File: src/rtl/rv_run_ctrl_if.sv
// Run-control bus between the debug host and rv_run_ctrl: requests, step/breakpoint setup,
// the writeback commit stream, and the stall/status/snapshot outputs.
interface rv_run_ctrl_if #(
  parameter int unsigned STEP_W = 16,
  parameter int unsigned CNT_W  = 32
);
  logic              halt_req;
  logic              resume_req;
  logic              step_req;
  logic [STEP_W-1:0] step_count;
  logic              bp_en;
  logic [31:0]       bp_pc;
  logic              fetch_fire;
  logic              commit_valid;
  logic [31:0]       commit_pc;
  logic [4:0]        commit_rd;
  logic [31:0]       commit_data;
  logic              cnt_clear;

  logic              core_stall;
  logic              halted;
  logic [1:0]        run_state;
  logic [1:0]        halt_cause;
  logic [CNT_W-1:0]  commit_cnt;
  logic [31:0]       last_pc;
  logic [4:0]        last_rd;
  logic [31:0]       last_data;

  modport master (
    output halt_req, resume_req, step_req, step_count, bp_en, bp_pc, fetch_fire,
           commit_valid, commit_pc, commit_rd, commit_data, cnt_clear,
    input  core_stall, halted, run_state, halt_cause, commit_cnt, last_pc, last_rd, last_data
  );

  modport slave (
    input  halt_req, resume_req, step_req, step_count, bp_en, bp_pc, fetch_fire,
           commit_valid, commit_pc, commit_rd, commit_data, cnt_clear,
    output core_stall, halted, run_state, halt_cause, commit_cnt, last_pc, last_rd, last_data
  );
endinterface

File: src/rtl/rv_run_ctrl.sv
// Debug run-control for the pipelined RV32 core: run/halt/step/breakpoint sequencing via a
// registered fetch stall, plus a commit counter and last-commit snapshot.
module rv_run_ctrl #(
  parameter int unsigned DRAIN_CYCLES  = 4,
  parameter int unsigned STEP_W        = 16,
  parameter int unsigned CNT_W         = 32,
  parameter bit          HALT_ON_RESET = 1'b0
) (
  input logic          clk,
  input logic          reset_n,
  rv_run_ctrl_if.slave ctrl
);

  localparam int unsigned DrainW = (DRAIN_CYCLES < 2) ? 1 : $clog2(DRAIN_CYCLES + 1);

  localparam logic [1:0] CauseNone = 2'd0;
  localparam logic [1:0] CauseHalt = 2'd1;
  localparam logic [1:0] CauseBp   = 2'd2;
  localparam logic [1:0] CauseStep = 2'd3;

  typedef enum logic [1:0] {
    StRun     = 2'd0,
    StHalting = 2'd1,
    StHalted  = 2'd2,
    StStep    = 2'd3
  } state_e;

  state_e            r_state;
  logic              r_stall;
  logic              r_halted;
  logic [1:0]        r_cause;
  logic [DrainW-1:0] r_drain;
  logic [STEP_W-1:0] r_budget;
  logic [CNT_W-1:0]  r_cnt;
  logic [31:0]       r_last_pc;
  logic [4:0]        r_last_rd;
  logic [31:0]       r_last_data;

  logic              w_bp_hit;
  logic [STEP_W-1:0] w_step_load;

  assign w_bp_hit    = ctrl.commit_valid & ctrl.bp_en & (ctrl.commit_pc == ctrl.bp_pc);
  assign w_step_load = (ctrl.step_count == '0) ? STEP_W'(1) : ctrl.step_count;

  always_ff @(posedge clk or negedge reset_n) begin
    if (!reset_n) begin
      r_state  <= HALT_ON_RESET ? StHalted : StRun;
      r_stall  <= HALT_ON_RESET;
      r_halted <= HALT_ON_RESET;
      r_cause  <= CauseNone;
      r_drain  <= '0;
      r_budget <= '0;
    end else begin
      case (r_state)
        StRun: begin
          if (w_bp_hit || ctrl.halt_req) begin
            r_state <= StHalting;
            r_stall <= 1'b1;
            r_drain <= DrainW'(DRAIN_CYCLES);
            r_cause <= w_bp_hit ? CauseBp : CauseHalt;
          end
        end
        StHalting: begin
          // Any commit restarts the drain window so HALTED guarantees a quiet pipeline.
          if (ctrl.commit_valid) begin
            r_drain <= DrainW'(DRAIN_CYCLES);
          end else if (r_drain <= DrainW'(1)) begin
            r_drain  <= '0;
            r_state  <= StHalted;
            r_halted <= 1'b1;
          end else begin
            r_drain <= r_drain - DrainW'(1);
          end
        end
        StHalted: begin
          if (ctrl.step_req) begin
            r_state  <= StStep;
            r_stall  <= 1'b0;
            r_halted <= 1'b0;
            r_cause  <= CauseNone;
            r_budget <= w_step_load;
          end else if (ctrl.resume_req) begin
            r_state  <= StRun;
            r_stall  <= 1'b0;
            r_halted <= 1'b0;
            r_cause  <= CauseNone;
          end
        end
        StStep: begin
          if (w_bp_hit || ctrl.halt_req) begin
            r_state <= StHalting;
            r_stall <= 1'b1;
            r_drain <= DrainW'(DRAIN_CYCLES);
            r_cause <= w_bp_hit ? CauseBp : CauseHalt;
          end else if (ctrl.fetch_fire && (r_budget != '0)) begin
            r_budget <= r_budget - STEP_W'(1);
            if (r_budget == STEP_W'(1)) begin
              r_state <= StHalting;
              r_stall <= 1'b1;
              r_drain <= DrainW'(DRAIN_CYCLES);
              r_cause <= CauseStep;
            end
          end
        end
        default: begin
          r_state  <= StHalted;
          r_stall  <= 1'b1;
          r_halted <= 1'b1;
        end
      endcase
    end
  end

  always_ff @(posedge clk or negedge reset_n) begin
    if (!reset_n) begin
      r_cnt <= '0;
    end else if (ctrl.cnt_clear) begin
      r_cnt <= '0;
    end else if (ctrl.commit_valid) begin
      r_cnt <= r_cnt + CNT_W'(1);
    end
  end

  always_ff @(posedge clk or negedge reset_n) begin
    if (!reset_n) begin
      r_last_pc   <= '0;
      r_last_rd   <= '0;
      r_last_data <= '0;
    end else if (ctrl.commit_valid) begin
      r_last_pc   <= ctrl.commit_pc;
      r_last_rd   <= ctrl.commit_rd;
      r_last_data <= ctrl.commit_data;
    end
  end

  assign ctrl.core_stall = r_stall;
  assign ctrl.halted     = r_halted;
  assign ctrl.run_state  = r_state;
  assign ctrl.halt_cause = r_cause;
  assign ctrl.commit_cnt = r_cnt;
  assign ctrl.last_pc    = r_last_pc;
  assign ctrl.last_rd    = r_last_rd;
  assign ctrl.last_data  = r_last_data;

endmodule

File: src/flat_wrapper.sv
// flat-port wrapper written by rule: the top's interface ports become plain ports
module rv_run_ctrl_flat 
#(
  parameter int unsigned DRAIN_CYCLES  = 4,
  parameter int unsigned STEP_W        = 16,
  parameter int unsigned CNT_W         = 32,
  parameter bit          HALT_ON_RESET = 1'b0
)
  (clk, reset_n, ctrl_halt_req, ctrl_resume_req, ctrl_step_req, ctrl_step_count, ctrl_bp_en, ctrl_bp_pc, ctrl_fetch_fire, ctrl_commit_valid, ctrl_commit_pc, ctrl_commit_rd, ctrl_commit_data, ctrl_cnt_clear, ctrl_core_stall, ctrl_halted, ctrl_run_state, ctrl_halt_cause, ctrl_commit_cnt, ctrl_last_pc, ctrl_last_rd, ctrl_last_data);
  rv_run_ctrl_if #(.STEP_W(STEP_W), .CNT_W(CNT_W)) ctrl_i ();
  input logic clk;
  input logic reset_n;
  input wire logic [$bits(ctrl_i.halt_req)-1:0] ctrl_halt_req;
  input wire logic [$bits(ctrl_i.resume_req)-1:0] ctrl_resume_req;
  input wire logic [$bits(ctrl_i.step_req)-1:0] ctrl_step_req;
  input wire logic [$bits(ctrl_i.step_count)-1:0] ctrl_step_count;
  input wire logic [$bits(ctrl_i.bp_en)-1:0] ctrl_bp_en;
  input wire logic [$bits(ctrl_i.bp_pc)-1:0] ctrl_bp_pc;
  input wire logic [$bits(ctrl_i.fetch_fire)-1:0] ctrl_fetch_fire;
  input wire logic [$bits(ctrl_i.commit_valid)-1:0] ctrl_commit_valid;
  input wire logic [$bits(ctrl_i.commit_pc)-1:0] ctrl_commit_pc;
  input wire logic [$bits(ctrl_i.commit_rd)-1:0] ctrl_commit_rd;
  input wire logic [$bits(ctrl_i.commit_data)-1:0] ctrl_commit_data;
  input wire logic [$bits(ctrl_i.cnt_clear)-1:0] ctrl_cnt_clear;
  output wire logic [$bits(ctrl_i.core_stall)-1:0] ctrl_core_stall;
  output wire logic [$bits(ctrl_i.halted)-1:0] ctrl_halted;
  output wire logic [$bits(ctrl_i.run_state)-1:0] ctrl_run_state;
  output wire logic [$bits(ctrl_i.halt_cause)-1:0] ctrl_halt_cause;
  output wire logic [$bits(ctrl_i.commit_cnt)-1:0] ctrl_commit_cnt;
  output wire logic [$bits(ctrl_i.last_pc)-1:0] ctrl_last_pc;
  output wire logic [$bits(ctrl_i.last_rd)-1:0] ctrl_last_rd;
  output wire logic [$bits(ctrl_i.last_data)-1:0] ctrl_last_data;
  assign ctrl_i.halt_req = ctrl_halt_req;
  assign ctrl_i.resume_req = ctrl_resume_req;
  assign ctrl_i.step_req = ctrl_step_req;
  assign ctrl_i.step_count = ctrl_step_count;
  assign ctrl_i.bp_en = ctrl_bp_en;
  assign ctrl_i.bp_pc = ctrl_bp_pc;
  assign ctrl_i.fetch_fire = ctrl_fetch_fire;
  assign ctrl_i.commit_valid = ctrl_commit_valid;
  assign ctrl_i.commit_pc = ctrl_commit_pc;
  assign ctrl_i.commit_rd = ctrl_commit_rd;
  assign ctrl_i.commit_data = ctrl_commit_data;
  assign ctrl_i.cnt_clear = ctrl_cnt_clear;
  assign ctrl_core_stall = ctrl_i.core_stall;
  assign ctrl_halted = ctrl_i.halted;
  assign ctrl_run_state = ctrl_i.run_state;
  assign ctrl_halt_cause = ctrl_i.halt_cause;
  assign ctrl_commit_cnt = ctrl_i.commit_cnt;
  assign ctrl_last_pc = ctrl_i.last_pc;
  assign ctrl_last_rd = ctrl_i.last_rd;
  assign ctrl_last_data = ctrl_i.last_data;
  rv_run_ctrl #(.DRAIN_CYCLES(DRAIN_CYCLES), .STEP_W(STEP_W), .CNT_W(CNT_W), .HALT_ON_RESET(HALT_ON_RESET)) u_core (.clk(clk), .reset_n(reset_n), .ctrl(ctrl_i));
endmodule
File: config.mk
export PLATFORM = sky130hd
export DESIGN_NAME = rv_run_ctrl_flat
export DESIGN_NICKNAME = d
export VERILOG_FILES = /design/src/rtl/rv_run_ctrl_if.sv /design/src/rtl/rv_run_ctrl.sv /design/src/flat_wrapper.sv
export SDC_FILE = /design/constraint.sdc
export NUM_CORES = 1
export LEC_CHECK = 0
export ABC_AREA = 1
export CORE_ASPECT_RATIO = 0.7
export CORE_MARGIN = 4
export CORE_UTILIZATION = 42
export DETAILED_ROUTE_END_ITERATION = 10
export GPL_TIMING_DRIVEN = 0
export PLACE_DENSITY = 0.84
export SLEW_MARGIN = 20
export SYNTH_ARGS = -nofsm -noshare
export SYNTH_HDL_FRONTEND = slang
export SYNTH_SLANG_ARGS = --single-unit
File: constraint.sdc
create_clock -name clk -period 1.7 [get_ports clk]
set_input_delay 0.425 -clock clk [delete_from_list [all_inputs] [get_ports clk]]
set_output_delay 0.425 -clock clk [all_outputs]
set_load 0.01 [all_outputs]
; ---- Word-level counts from Yosys, hierarchy flattened
; Index checks and enable logic that the tools add are counted.
[word_totals]
regBits = 126
latch_bits = 0
mem_bits_rw = 0
mem_bits_ro = 0
out_inout_bits = 107
n_memories = 0
[op_classes]
n_addsub = 3
mul = 0
div_mod_pow = 0
order_cmp = 1
n_eq_ne = 14
n_shift = 0
muxes = 40
bitwise_logic = 2
n_reduce_logical = 15
[ops]
columns = op, count
row1 = $mux W16, 4
row2 = $mux W32, 2
row3 = $add A32 B1 Y32 const B, 1
row4 = $eq A32 B32 Y1, 1
row5 = $pmux W16 S2, 1
row6 = $mux W2, 14
row7 = $mux W3, 6
row8 = $eq A16 B1 Y1 const B, 1
row9 = $logic_not A16 Y1, 1
row10 = $reduce_bool A16 Y1, 1
row11 = $sub A16 B1 Y16 const B, 1
row12 = $reduce_and A4 Y1, 3
row13 = $pmux W3 S3, 1
row14 = $mux W1, 8
row15 = $pmux W2 S4, 1
row16 = $ne A2 B1 Y1 const B, 3
row17 = $ne A2 B2 Y1 const B, 3
row18 = $ne A3 B1 Y1 const B, 2
row19 = $pmux W2 S3, 1
row20 = $reduce_and A6 Y1, 1
row21 = $reduce_bool A2 Y1, 3
row22 = $reduce_bool A3 Y1, 2
row23 = $reduce_and A5 Y1, 1
row24 = $eq A2 B2 Y1 const B, 2
row25 = other kinds (10), 11

; ---- Depth between registers and ports, before layout
; Gate-level depths: netlist of run 1.
[depth]
ltp_word = 5
ltp_mapped = 15

; ---- Worst setup path after synthesis of run 1
; Ideal clock, no wire load.
[synth_timing]
path_type = flip-flop to flip-flop
from = reg u_core.r_state[0], in the netlist u_core.ctrl.run_state[0]
to = reg u_core.r_budget[13]
arrival_ns = 1.658
t_required_ns = 1.583
slack_ns = -0.075
stages_incl_launch_ff = 10
n_path_buf = 1
cell_sequence = dfrtp_1 inv_1 ha_1 inv_1 o21ai_0 a21oi_2 nand2_4 buf_6 nand2_1 nand2_1
[synth_via]
elab_chain_len = 3
[synth_rtl]
columns = element, line
row1 = start: declaration, rv_run_ctrl.sv:28  ; state_e r_state;
row2 = start signal: assignment, rv_run_ctrl.sv:47  ; r_state <= HALT_ON_RESET ? StHalted : StRun;
row3 = start signal: assignment, rv_run_ctrl.sv:57  ; r_state <= StHalting;
row4 = start signal: assignment, rv_run_ctrl.sv:69  ; r_state <= StHalted;
row5 = $eq A2 B2 Y1, rv_run_ctrl.sv:54  ; case (r_state)
row6 = $ne A2 B2 Y1 (no source line) (tied with other cells), -
row7 = $reduce_and A4 Y1 (no source line), -
row8 = end signal: assignment, rv_run_ctrl.sv:81  ; r_budget <= w_step_load;
row9 = end signal: assignment, rv_run_ctrl.sv:96  ; r_budget <= r_budget - STEP_W'(1);
row10 = end: declaration, rv_run_ctrl.sv:33  ; logic [STEP_W-1:0] r_budget;
; Parallel ways exist; a longest one is shown, timed or not.
; A chain may end at the register's enable or synchronous reset.

; ---- Worst setup path after layout of run 1
[layout_timing]
from = reg u_core.r_cnt[1], in the netlist u_core.ctrl.commit_cnt[1]
to = reg u_core.r_cnt[24], in the netlist u_core.ctrl.commit_cnt[24]
[layout_via]
elab_chain_len = 3
[layout_rtl]
columns = element, line
row1 = start: declaration, rv_run_ctrl.sv:34  ; logic [CNT_W-1:0] r_cnt;
row2 = start signal: assignment, rv_run_ctrl.sv:120  ; r_cnt <= r_cnt + CNT_W'(1);
row3 = $add A32 B1 Y32, rv_run_ctrl.sv:120
row4 = $mux W32, rv_run_ctrl.sv:119  ; end else if (ctrl.commit_valid) begin
row5 = $mux W32, rv_run_ctrl.sv:117  ; end else if (ctrl.cnt_clear) begin
; Every way passes these cells. The select of a mux whose other input is x is not followed.

==> impl_summary.log, run 1 <==
INFO  metric floorplan.die.width = 160 um
INFO  metric post_synthesis_cell_count = 923
INFO  metric grt_usage = 0.246
INFO  metric synth_sequential_area_ratio = 0.466
INFO  metric placeableCoreArea = 0.0156 mm2
INFO  metric seq_power_share = 0.335
INFO  metric detail_route.wl_per_cell = between 15 and 20 um
INFO  metric wl_met3 = between 2 and 2.5 mm
INFO  metric final_hold_viol_count = 0
INFO  metric vias_in_the_first_global_route = between 7000 and 8000
INFO  metric period_needed = between 1500 and 2000 ps
INFO  metric synth_flop_cell = dfrtp_1
INFO  metric ioPinCount = around 230
INFO  metric syn-cell-area = roughly 0.0068 mm2
INFO  metric fill_cells = between 1000 and 1500
INFO  metric synth_enable_flop_cells = 0
INFO  metric dp.final_hpwl = ~16 mm
INFO  metric int_power = just over 0.007 W
INFO  metric max_freq = roughly 0.53 GHz
INFO  metric finalNonFillerCells = between 1000 and 1500
INFO  metric drcViolationCount = 0
INFO  metric number_of_antenna_violations_at_the_first_check_in_global_routing = 1
INFO  metric first_pass_iters = 6
INFO  metric synthToLayoutAreaGrowth = 63.6%
INFO  metric total_of_max_cap_violations = 0
INFO  metric routed.top_layer = met4
INFO  metric area_occupied_by_multi_input_gates = approximately 0.0036 mm2
INFO  metric final.setup_skew = 14.2 ps
INFO  metric most_common_library_cell_in_the_layout_ignoring_fill_and_taps = nand2_1
INFO  metric ys_seq_elements = ~130
INFO  metric placed_cells = ~1400
INFO  metric critPathCaptureType = register
INFO  metric critical_path_required = between 2000 and 2500 ps
INFO  metric cts_made_buffers = 17
INFO  metric final_worst_setup_slack = -169 ps
INFO  metric cts-root-to-sink-buffers = 2
INFO  metric tritoncts = yes
INFO  metric period_share = 1.10
INFO  metric drt-total-wl = approximately 24 mm
INFO  metric cts_sinks = between 100 and 150
INFO  metric asyncSetResetFlopFracSynth = 1.00
INFO  metric final_util = 0.708
INFO  metric critical_path.max_fanout = 4
INFO  metric pin_count_of_the_biggest_net_entering_global_routing = 68
INFO  metric post_synth_main_area_contributors = dfrtp_1 (47%), nand2_1 (20%), inv_1 (5.7%)
INFO  metric synth_top_cell_area_share = 0.466
INFO  metric design_area = roughly 0.011 mm2
INFO  metric die-area = 0.0182 mm2
INFO  metric timing_worst_slew_pin_value = between 600 and 700 ps
INFO  metric dr_total_vias = roughly 7700
INFO  metric element_type_at_the_critical_path_start = register
INFO  metric final_layout_size_suffix_gt1_frac = 0.223
INFO  metric power_per_cell_area = 1030 mW/mm2
INFO  metric initialDrtViolationCount = 618
INFO  metric max_slew_margin = 0.571
INFO  metric most_frequent_cells_in_the_layout = nand2_1 (331), dlygate4sd2_1 (139), dfrtp_1 (111)
INFO  metric grt-ovfl-total = 0
INFO  metric nNetsFinal = approximately 1400
INFO  metric worst_hold_path_type = primary input to register
INFO  metric wirelength_met1 = approximately 9.8 mm
INFO  metric rsz0062_at_grt = true
INFO  metric root_cell_of_the_clock_tree = clkbuf_16
INFO  metric synthDominantAreaCellType = dfrtp_1
INFO  metric clk-insertion-delay-late = approximately 420 ps
INFO  metric effective_utilization_at_floorplan = 0.432
INFO  metric port_buffers = between 200 and 250
INFO  metric worst_ep_arrival_time = about 2200 ps
INFO  metric vdd.ir_drop.worst = 0.000682 V
INFO  metric power.share.switching = 0.369
INFO  metric ys_types = 41
INFO  metric routed-wl-met2 = around 11 mm
INFO  metric outcome = complete, but fails checks
INFO  metric rows = 38
INFO  metric power_switching = ~0.0042 W
INFO  metric finalSetupTns = -1030 ps
INFO  metric failed_checks = negative setup slack
INFO  metric global_route_wire_length_before_repair = 36.4 mm
INFO  metric critical_path_class = register to register
INFO  metric seq_area = ~0.0032 mm2
INFO  metric clkTransAtPathRegs = approximately 70 ps
INFO  metric htree_levels = 4
INFO  metric total_leakage_power = just under 6 nW
INFO  metric number_of_endpoints_failing_setup_at_the_final_stage = 13
INFO  metric drv_slew = 0
INFO  metric synth-warning-count = 0
INFO  metric comb_power_share = 0.357
INFO  metric power.total = approximately 0.011 W
INFO  metric die-height = 114 um
INFO  metric pwr-share-clk = 0.307
INFO  metric gpl.final_weighted_congestion = a little over 0.9
INFO  metric synth.avg_cell_area = between 7 and 8 um2
INFO  metric drt-vias-per-instance = roughly 5.2
INFO  metric ant_nets = 0
INFO  metric post_dp_cell_area = about 0.0094 mm2
INFO  metric mappedNetlistNets = between 1000 and 1500
## flip-flops by register name, indices dropped and copies added, names as in the netlist
signal                  flops
u_core.ctrl.run_state       2
u_core.ctrl.halted          1
u_core.r_budget            16
u_core.ctrl.last_data      32
u_core.ctrl.halt_cause      2
u_core.ctrl.last_rd         5
u_core.ctrl.commit_cnt     32
u_core.r_drain              3
u_core.ctrl.last_pc        32
u_core.ctrl.core_stall      1
## Yosys cell counts (4+ instances only)
master    number
nand4_1       17
inv_1        102
nor2_1        68
clkbuf_1      20
dfrtp_1      126
nand2_1      354
nand3_1       49
xnor2_1       11
nor4_1         7
nor3_1        20
xor2_1         4
ha_1          11
o21ai_0       67
a21oi_1       26
## metal layers
metal / up-vias / GRT usage
li1: 3625 / -
met1: 3555 / 0.312
met2: 386 / 0.404
met3: 90 / 0.0738
met4: 0 / 0.0884
met5: - / 0
## critical path, stage by stage (launching register included)
cell and delay [ps]:
dfrtp_2 400, ha_4 160, nand3_4 110, nor3_4 180
nand4_1 150, buf_4 190, buf_6 110, nor3_4 220
and3b_1 200, nor2_1 50
## worst paths after layout
| path | start | endpoint | slack [ps] | depth (start not counted) |
|---|---|---|---|---|
| min | ctrl_commit_pc[6] | u_core.ctrl.last_pc[6] | 250 | 3 |
| min reg2reg | u_core.ctrl.last_data[20] | u_core.ctrl.last_data[20] | 460 | 2 |
| min in group asynchronous | reset_n | u_core.ctrl.commit_cnt[17] | 520 | 2 |
| max reg2reg | u_core.ctrl.commit_cnt[1] | u_core.ctrl.commit_cnt[24] | -170 | 9 |
| max | u_core.ctrl.commit_cnt[1] | u_core.ctrl.commit_cnt[24] | -170 | 9 |
| max in group asynchronous | reset_n | u_core.ctrl.run_state[1] | 420 | 3 |
## kinds of logic (layout without fill, tap and decap cells)
family          after synthesis  after routing  synth area share
flops                       126            126             0.466
buf+inv                     131            482            0.0755
fa+ha+maj                    11             11            0.0203
other cells                   0              1                 0
xor+xnor                     15             15            0.0194
compound gates              106            106            0.0830
simple gates                534            534             0.336
## power groups by stage
stage	clock network, W	logic (W)	registers, W
2_1_floorplan	0	0.00159	0.00386
3_3_place_gp	0	0.00286	0.00381
3_5_place_dp	0	0.00296	0.00382
4_1_cts	0.00356	0.00329	0.00376
5_1_grt	0.00368	0.00444	0.00388
6_report	0.00350	0.00407	0.00382
## layout make-up
class / instances / area share
multi-input cells: 666 / 0.329
flip-flops and latches: 126 / 0.287
repair buffers: 319 / 0.261
clock buffers: 18 / 0.0397
inverters: 104 / 0.0357
well taps: 200 / 0.0226
plain buffers: 27 / 0.0147
clock inverters: 14 / 0.0112
diodes: 1 / 0.000226
## through the flow
step	hold WS, ps	worst slack [ps]
after floorplan	129	12.4
after global placement	453	-5420
after detailed placement	389	-1160
after CTS	394	-96.6
after global routing	261	-265
final	255	-169
## what timing repair did
item / CTS / global route
cloned: 3 / 0
endpoints found under the setup margin: 219 / 56
endpoints found under the hold margin: 59 / 0
setup buffers: 58 / 26
gates resized for setup: 276 / 144
hold buffers: 1 / 0
pin swaps: 43 / 80
Note: power is estimated with default switching activity, not from simulation.
==> run 2: changes to the inputs <==
--- a/config.mk
+++ b/config.mk
@@ -7,7 +7,6 @@
 export LEC_CHECK = 0
 export ABC_AREA = 1
 export CORE_ASPECT_RATIO = 0.7
-export CORE_MARGIN = 4
 export CORE_UTILIZATION = 42
 export DETAILED_ROUTE_END_ITERATION = 10
 export GPL_TIMING_DRIVEN = 0
==> run 2 against run 1 <==
Effect of this change:
- the run still ends with negative setup slack left
- via count increased by 2.2%
- final cell count rose by 0.81%
- combinational power grew 1%
- sequential power hardly changed
- non-clock buffer count rose by 13
- fmax increased by 1.1%
- flip-flop and latch count did not move
- critical path depth increased by 1
==> impl_summary.log, run 2 (synthesis gave the netlist of run 1 again) <==
INFO  metric failed_checks = negative setup slack
INFO  metric crit_buf_inv = 1
INFO  metric die-height = about 110 um
INFO  metric timing.critical_path.slowest_stage_cell = dfrtp_2
INFO  metric final_util = 0.721
INFO  metric total_leakage_power = ~6 nW
INFO  metric power.total = ~0.012 W
INFO  metric first_pass_iters = 6
INFO  metric worst_hold_path_type = primary input to register
INFO  metric grt-ovfl-total = 0
INFO  metric most_common_library_cell_in_the_layout_ignoring_fill_and_taps = nand2_1
INFO  metric worst-path-stages = 10
INFO  metric nNetsFinal = 1411
INFO  metric finalNonFillerCells = roughly 1500
INFO  metric final_layout_size_suffix_gt1_frac = 0.226
INFO  metric placed_cells = about 1400
INFO  metric critical_path.max_fanout = 3
INFO  metric final.setup_skew = 14.6 ps
INFO  metric die-area = between 0.015 and 0.02 mm2
INFO  metric gpl.final_weighted_congestion = between 0.9 and 1
INFO  metric power_per_cell_area = between 1000 and 1500 mW/mm2
INFO  metric element_type_at_the_critical_path_start = register
INFO  metric rsz0062_at_grt = true
INFO  metric final_worst_setup_slack = -149 ps
INFO  metric number_of_antenna_violations_at_the_first_check_in_global_routing = 0
INFO  metric detail_route.wl_per_cell = roughly 17 um
INFO  metric floorplan.die.width = 154 um
INFO  metric grt_usage = 0.284
INFO  metric period_needed = 1850 ps
INFO  metric worst_ep_arrival_time = 2190 ps
INFO  metric clkTransAtPathRegs = 60 ps
INFO  metric placeableCoreArea = about 0.016 mm2
INFO  metric period_share = 1.09
INFO  metric most_frequent_cells_in_the_layout = nand2_1 (331), dlygate4sd2_1 (153), dfrtp_1 (111)
INFO  metric ff2ff_path_depth = 10
INFO  metric synthToLayoutAreaGrowth = 66.2%
INFO  metric pin_count_of_the_biggest_net_entering_global_routing = 66
INFO  metric initialDrtViolationCount = slightly below 700
INFO  metric drt-total-wl = 24.6 mm
INFO  metric cts_made_buffers = 17
INFO  metric port_buffers = around 230
INFO  metric crit_path_cell_trace = ha_4 > nand3_4 > nor3_4 > nand4_1 > nor2_2 > nand2_2 > buf_6 > o21ai_2 > nand2_1 > nor2_1
INFO  metric outcome = complete, but fails checks
INFO  metric vias_in_the_first_global_route = between 7000 and 8000
INFO  metric cts_sinks = ~130
INFO  metric drv_slew = 0
INFO  metric ioPinCount = 233
INFO  metric ant_nets = 0
INFO  metric min_path_cells = 3
INFO  metric root_cell_of_the_clock_tree = clkbuf_16
INFO  metric finalSetupTns = -1030 ps
INFO  metric max_slew_margin = 0.555
INFO  metric timing_worst_slew_pin_value = 668 ps
INFO  metric critical_path_class = register to register
INFO  metric final_hold_viol_count = 0
INFO  metric critPathCaptureType = register
INFO  metric design_area = about 0.011 mm2
INFO  metric critPathMaxStageDelay = about 420 ps
INFO  metric path_delay_family = simple AND/OR/NAND/NOR gates
INFO  metric dp.final_hpwl = 15.5 mm
INFO  metric effective_utilization_at_floorplan = 0.434
INFO  metric dr_total_vias = 7825
INFO  metric cts-root-to-sink-buffers = 2
INFO  metric max_freq = about 0.54 GHz
INFO  metric vdd.ir_drop.worst = 0.000646 V
INFO  metric number_of_endpoints_failing_setup_at_the_final_stage = 26
INFO  metric drcViolationCount = 0
INFO  metric clk-insertion-delay-late = 420 ps
INFO  metric htree_levels = 4
INFO  metric global_route_wire_length_before_repair = 37.1 mm
INFO  metric tritoncts = yes
INFO  metric drt-vias-per-instance = roughly 5.3
INFO  metric critical_path_required = 2040 ps
INFO  metric post_dp_cell_area = 0.00937 mm2
INFO  metric rows = 38
INFO  metric total_of_max_cap_violations = 0
INFO  metric num_antenna_cells = 0
run 2: path summary, 6_finish.rpt:
path                                           startpoint                          to  slack [ps]
worst max register to register  u_core.ctrl.commit_cnt[0]  u_core.ctrl.commit_cnt[26]        -150
max in group asynchronous                         reset_n    u_core.ctrl.last_data[1]         450
worst min register to register     u_core.ctrl.last_pc[8]      u_core.ctrl.last_pc[8]         460
worst max-delay path            u_core.ctrl.commit_cnt[0]  u_core.ctrl.commit_cnt[26]        -150
worst min-delay path                   ctrl_commit_pc[22]     u_core.ctrl.last_pc[22]         300
min in group asynchronous                         reset_n  u_core.ctrl.commit_cnt[17]         540
run 2: what timing repair did:
item / 4_1_cts / 5_1_grt
cloned: 2 / 0
setup buffers: 67 / 30
hold buffers: 1 / 0
setup endpoints to repair: 219 / 65
endpoints found under the hold margin: 53 / 0
pin swaps: 52 / 53
resized for setup: 269 / 119
run 2: layout make-up:
class                           instances  area, um2
Tap cell                              200        250
Multi-Input combinational cell        666       3670
Buffer                                 27        165
Clock buffer                           18        429
Clock inverter                         14        181
Sequential cell                       126       3170
Inverter                              104        400
Timing Repair Buffer                  332       2970
Fill cell                            1156       4350
run 2: power breakdown:
group | internal, W | total, W | switching (W)
clock network | 0.00234 | 0.00383 | 0.00149
logic | 0.00185 | 0.00411 | 0.00226
registers | 0.00344 | 0.00382 | 0.000388
total | 0.00762 | 0.0118 | 0.00414
run 2: metrics by stage:
stage,hold slack [ps],setup slack (ps)
final,300,-149
after global routing,318,-219
after CTS,392,-184
after detailed placement,415,-1110
after global placement,453,-5420
after floorplan,129,12.4
run 2: metal layers:
metal / vias to the layer above / wire (um) / GRT usage
met5: - / 0 / 0
met4: 0 / 862 / 0.104
met3: 87 / 2010 / 0.0798
met2: 455 / 11900 / 0.485
met1: 3647 / 9760 / 0.343
li1: 3636 / - / -
run 2: worst min-delay path, stage by stage:
cell,delay [ps]
dlymetal6s2s_1,120
nand2_1,70
nand2_1,60
==> run 3: changes to the inputs <==
--- a/config.mk
+++ b/config.mk
@@ -6,7 +6,7 @@
 export NUM_CORES = 1
 export LEC_CHECK = 0
 export ABC_AREA = 1
-export CORE_ASPECT_RATIO = 0.7
+export CORE_ASPECT_RATIO = 0.75
 export CORE_UTILIZATION = 42
 export DETAILED_ROUTE_END_ITERATION = 10
 export GPL_TIMING_DRIVEN = 0
==> run 3 against run 2 <==
Effect of this change:
- the run still ends with negative setup slack left
- setup slack improved by 17 ps
- clock skew decreased by 4.1 ps
- power decreased by 1.1%
- clock power decreased by 6.8%
- sequential share of layout area about the same
- via count increased by 0.13%
- global-route usage decreased by 1.5 points
- register-to-register slack improved by 20 ps
- final cell count increased by 0.27%
- critical path type unchanged
- largest cell class unchanged
==> impl_summary.log, run 3 (synthesis gave the netlist of run 1 again) <==
INFO  metric outcome = complete, but fails checks
INFO  metric failed_checks = negative setup slack
INFO  metric effective_utilization_at_floorplan = 0.437
INFO  metric final_hold_viol_count = 0
INFO  metric period_needed = between 1500 and 2000 ps
INFO  metric number_of_antenna_violations_at_the_first_check_in_global_routing = 0
INFO  metric worstSetupStartpoint = u_core.ctrl.commit_cnt[5]
INFO  metric finalNonFillerCells = between 1000 and 1500
INFO  metric dp.final_hpwl = around 15 mm
INFO  metric max_freq = about 0.55 GHz
INFO  metric most_common_library_cell_in_the_layout_ignoring_fill_and_taps = nand2_1
INFO  metric final_layout_size_suffix_gt1_frac = 0.237
INFO  metric first_pass_iters = 5
INFO  metric cts_sinks = around 130
INFO  metric pin_count_of_the_biggest_net_entering_global_routing = ~70
INFO  metric initialDrtViolationCount = between 600 and 700
INFO  metric drv_slew = 0
INFO  metric grt_usage = 0.268
INFO  metric rr_startpoint = u_core.ctrl.commit_cnt[5]
INFO  metric seq_power_share = 0.327
INFO  metric placeableCoreArea = 0.0155 mm2
INFO  metric ant_nets = 0
INFO  metric placed_cells = between 1000 and 1500
INFO  metric int_power = 0.00754 W
INFO  metric drt-vias-per-instance = 5.25
INFO  metric period_share = 1.08
INFO  metric root_cell_of_the_clock_tree = clkbuf_16
INFO  metric port_buffers = 231
INFO  metric synthToLayoutAreaGrowth = 66.3%
INFO  metric total_of_max_cap_violations = 0
INFO  metric timing_worst_slew_pin_value = 660 ps
INFO  metric detail_route.wl_per_cell = 16.7 um
INFO  metric vdd.ir_drop.worst = 0.000771 V
INFO  metric grt-ovfl-total = 0
INFO  metric finalSetupTns = -1420 ps
INFO  metric worst_hold_path_type = primary input to register
INFO  metric floorplan.die.width = between 100 and 150 um
INFO  metric timing.critical_path.slowest_stage_cell = dfrtp_1
INFO  metric nNetsFinal = between 1000 and 1500
INFO  metric power_switching = 0.00409 W
INFO  metric ioPinCount = between 200 and 250
INFO  metric crit_top_cell = nand2_1
INFO  metric max_slew_margin = 0.560
INFO  metric gpl.final_weighted_congestion = a little under 0.9
INFO  metric critPathCaptureType = register
INFO  metric critical_path.max_fanout = 4
INFO  metric comb_power_share = 0.366
INFO  metric worst_ep_arrival_time = 2170 ps
INFO  metric critical_path_class = register to register
INFO  metric cts_made_buffers = 17
INFO  metric tritoncts = yes
INFO  metric power.share.switching = 0.352
INFO  metric rsz0062_at_grt = true
INFO  metric drt-total-wl = about 25 mm
INFO  metric dr_total_vias = between 7000 and 8000
INFO  metric critical_path_required = 2040 ps
INFO  metric clkTransAtPathRegs = 60 ps
INFO  metric clk-insertion-delay-late = approximately 410 ps
INFO  metric htree_levels = 4
INFO  metric number_of_endpoints_failing_setup_at_the_final_stage = 35
INFO  metric crit_path_cell_trace = nand2_1 > inv_1 > nand2_2 > nor2_4 > nand2_1 > inv_2 > nand3_2 > nor3_2 > o21ai_1 > nor2_1
INFO  metric final_worst_setup_slack = -132 ps
INFO  metric most_frequent_cells_in_the_layout = nand2_1 (332), dlygate4sd2_1 (163), dfrtp_1 (112)
INFO  metric rows = 39
INFO  metric min_from = ctrl_commit_pc[8]
INFO  metric global_route_wire_length_before_repair = around 35 mm
INFO  metric element_type_at_the_critical_path_start = register
INFO  metric final.setup_skew = approximately 10 ps
INFO  metric die-area = 0.0166 mm2
INFO  metric vias_in_the_first_global_route = between 7000 and 8000
INFO  metric drcViolationCount = 0
INFO  metric pwr-share-clk = 0.307
INFO  metric cts-root-to-sink-buffers = 2
INFO  metric total_leakage_power = a little under 6 nW
INFO  metric die-height = roughly 110 um
INFO  metric critPathMaxStageDelay = ~400 ps
INFO  metric power_per_cell_area = just over 1000 mW/mm2
[run 3: routing by layer]
layer	up-vias	part of all wire	GRT usage	wire [um]
li1	3640	-	-	-
met1	3657	0.40	0.352	9830
met2	462	0.49	0.438	12100
met3	76	0.093	0.0668	2320
met4	0	0.024	0.0749	603
met5	-	0	0	0
[run 3: area by class of cell]
class / count / area (um2)
multi-input combinational: 666 / 3700
fill: 1217 / 4220
clock buffer: 18 / 429
timing repair buffer: 332 / 3010
inverter: 104 / 395
sequential: 126 / 3170
buffer: 25 / 140
clock inverter: 14 / 143
tap: 205 / 256
antenna: 1 / 2.50
[run 3: metrics by stage]
step | area [um2] | power, W | setup slack (ps) | hold slack (ps) | utilization
after floorplan | 6770 | 0.00545 | 12.4 | 129 | -
after global placement | 9340 | 0.00665 | -5320 | 453 | 0.604
after detailed placement | 9370 | 0.00675 | -1150 | 398 | 0.606
after CTS | 10500 | 0.0108 | -85.1 | 367 | 0.681
after global routing | 11200 | 0.0122 | -211 | 377 | 0.727
final | 11300 | 0.0116 | -132 | 388 | 0.727
[run 3: final timing paths]
| path | endpoint | slack, ps | depth (start not counted) |
|---|---|---|---|
| max in group asynchronous | u_core.ctrl.last_data[1] | 430 | 3 |
| hold reg to reg | u_core.ctrl.last_pc[22] | 460 | 2 |
| setup reg to reg | u_core.ctrl.commit_cnt[24] | -130 | 10 |
| hold / removal | u_core.ctrl.last_pc[8] | 390 | 3 |
| setup / recovery | u_core.ctrl.commit_cnt[24] | -130 | 10 |
| min in group asynchronous | u_core.ctrl.commit_cnt[25] | 540 | 2 |
[run 3: power by group through the flow]
stage	Clock (W)	Combinational, W	Sequential, W
finish	0.00357	0.00426	0.00380
global route	0.00378	0.00459	0.00384
CTS	0.00360	0.00340	0.00377
detailed placement	0	0.00293	0.00382
global placement	0	0.00283	0.00381
floorplan	0	0.00159	0.00386
[run 3: worst max-delay path: cells and delay by family (launching register included)]
| family | cells | cell delay [ps] |
|---|---|---|
| compound gates | 1 | 80 |
| buf+inv | 2 | 310 |
| simple gates | 7 | 950 |
| flops | 1 | 410 |
[run 3: repair_timing]
action                                 CTS  global route
hold buffers                             1             0
endpoints found under the hold margin   59             0
pin swaps                               55            85
setup buffers                           55            45
cloned                                   2             1
resized for setup                      271           132
setup endpoints to repair              219            65
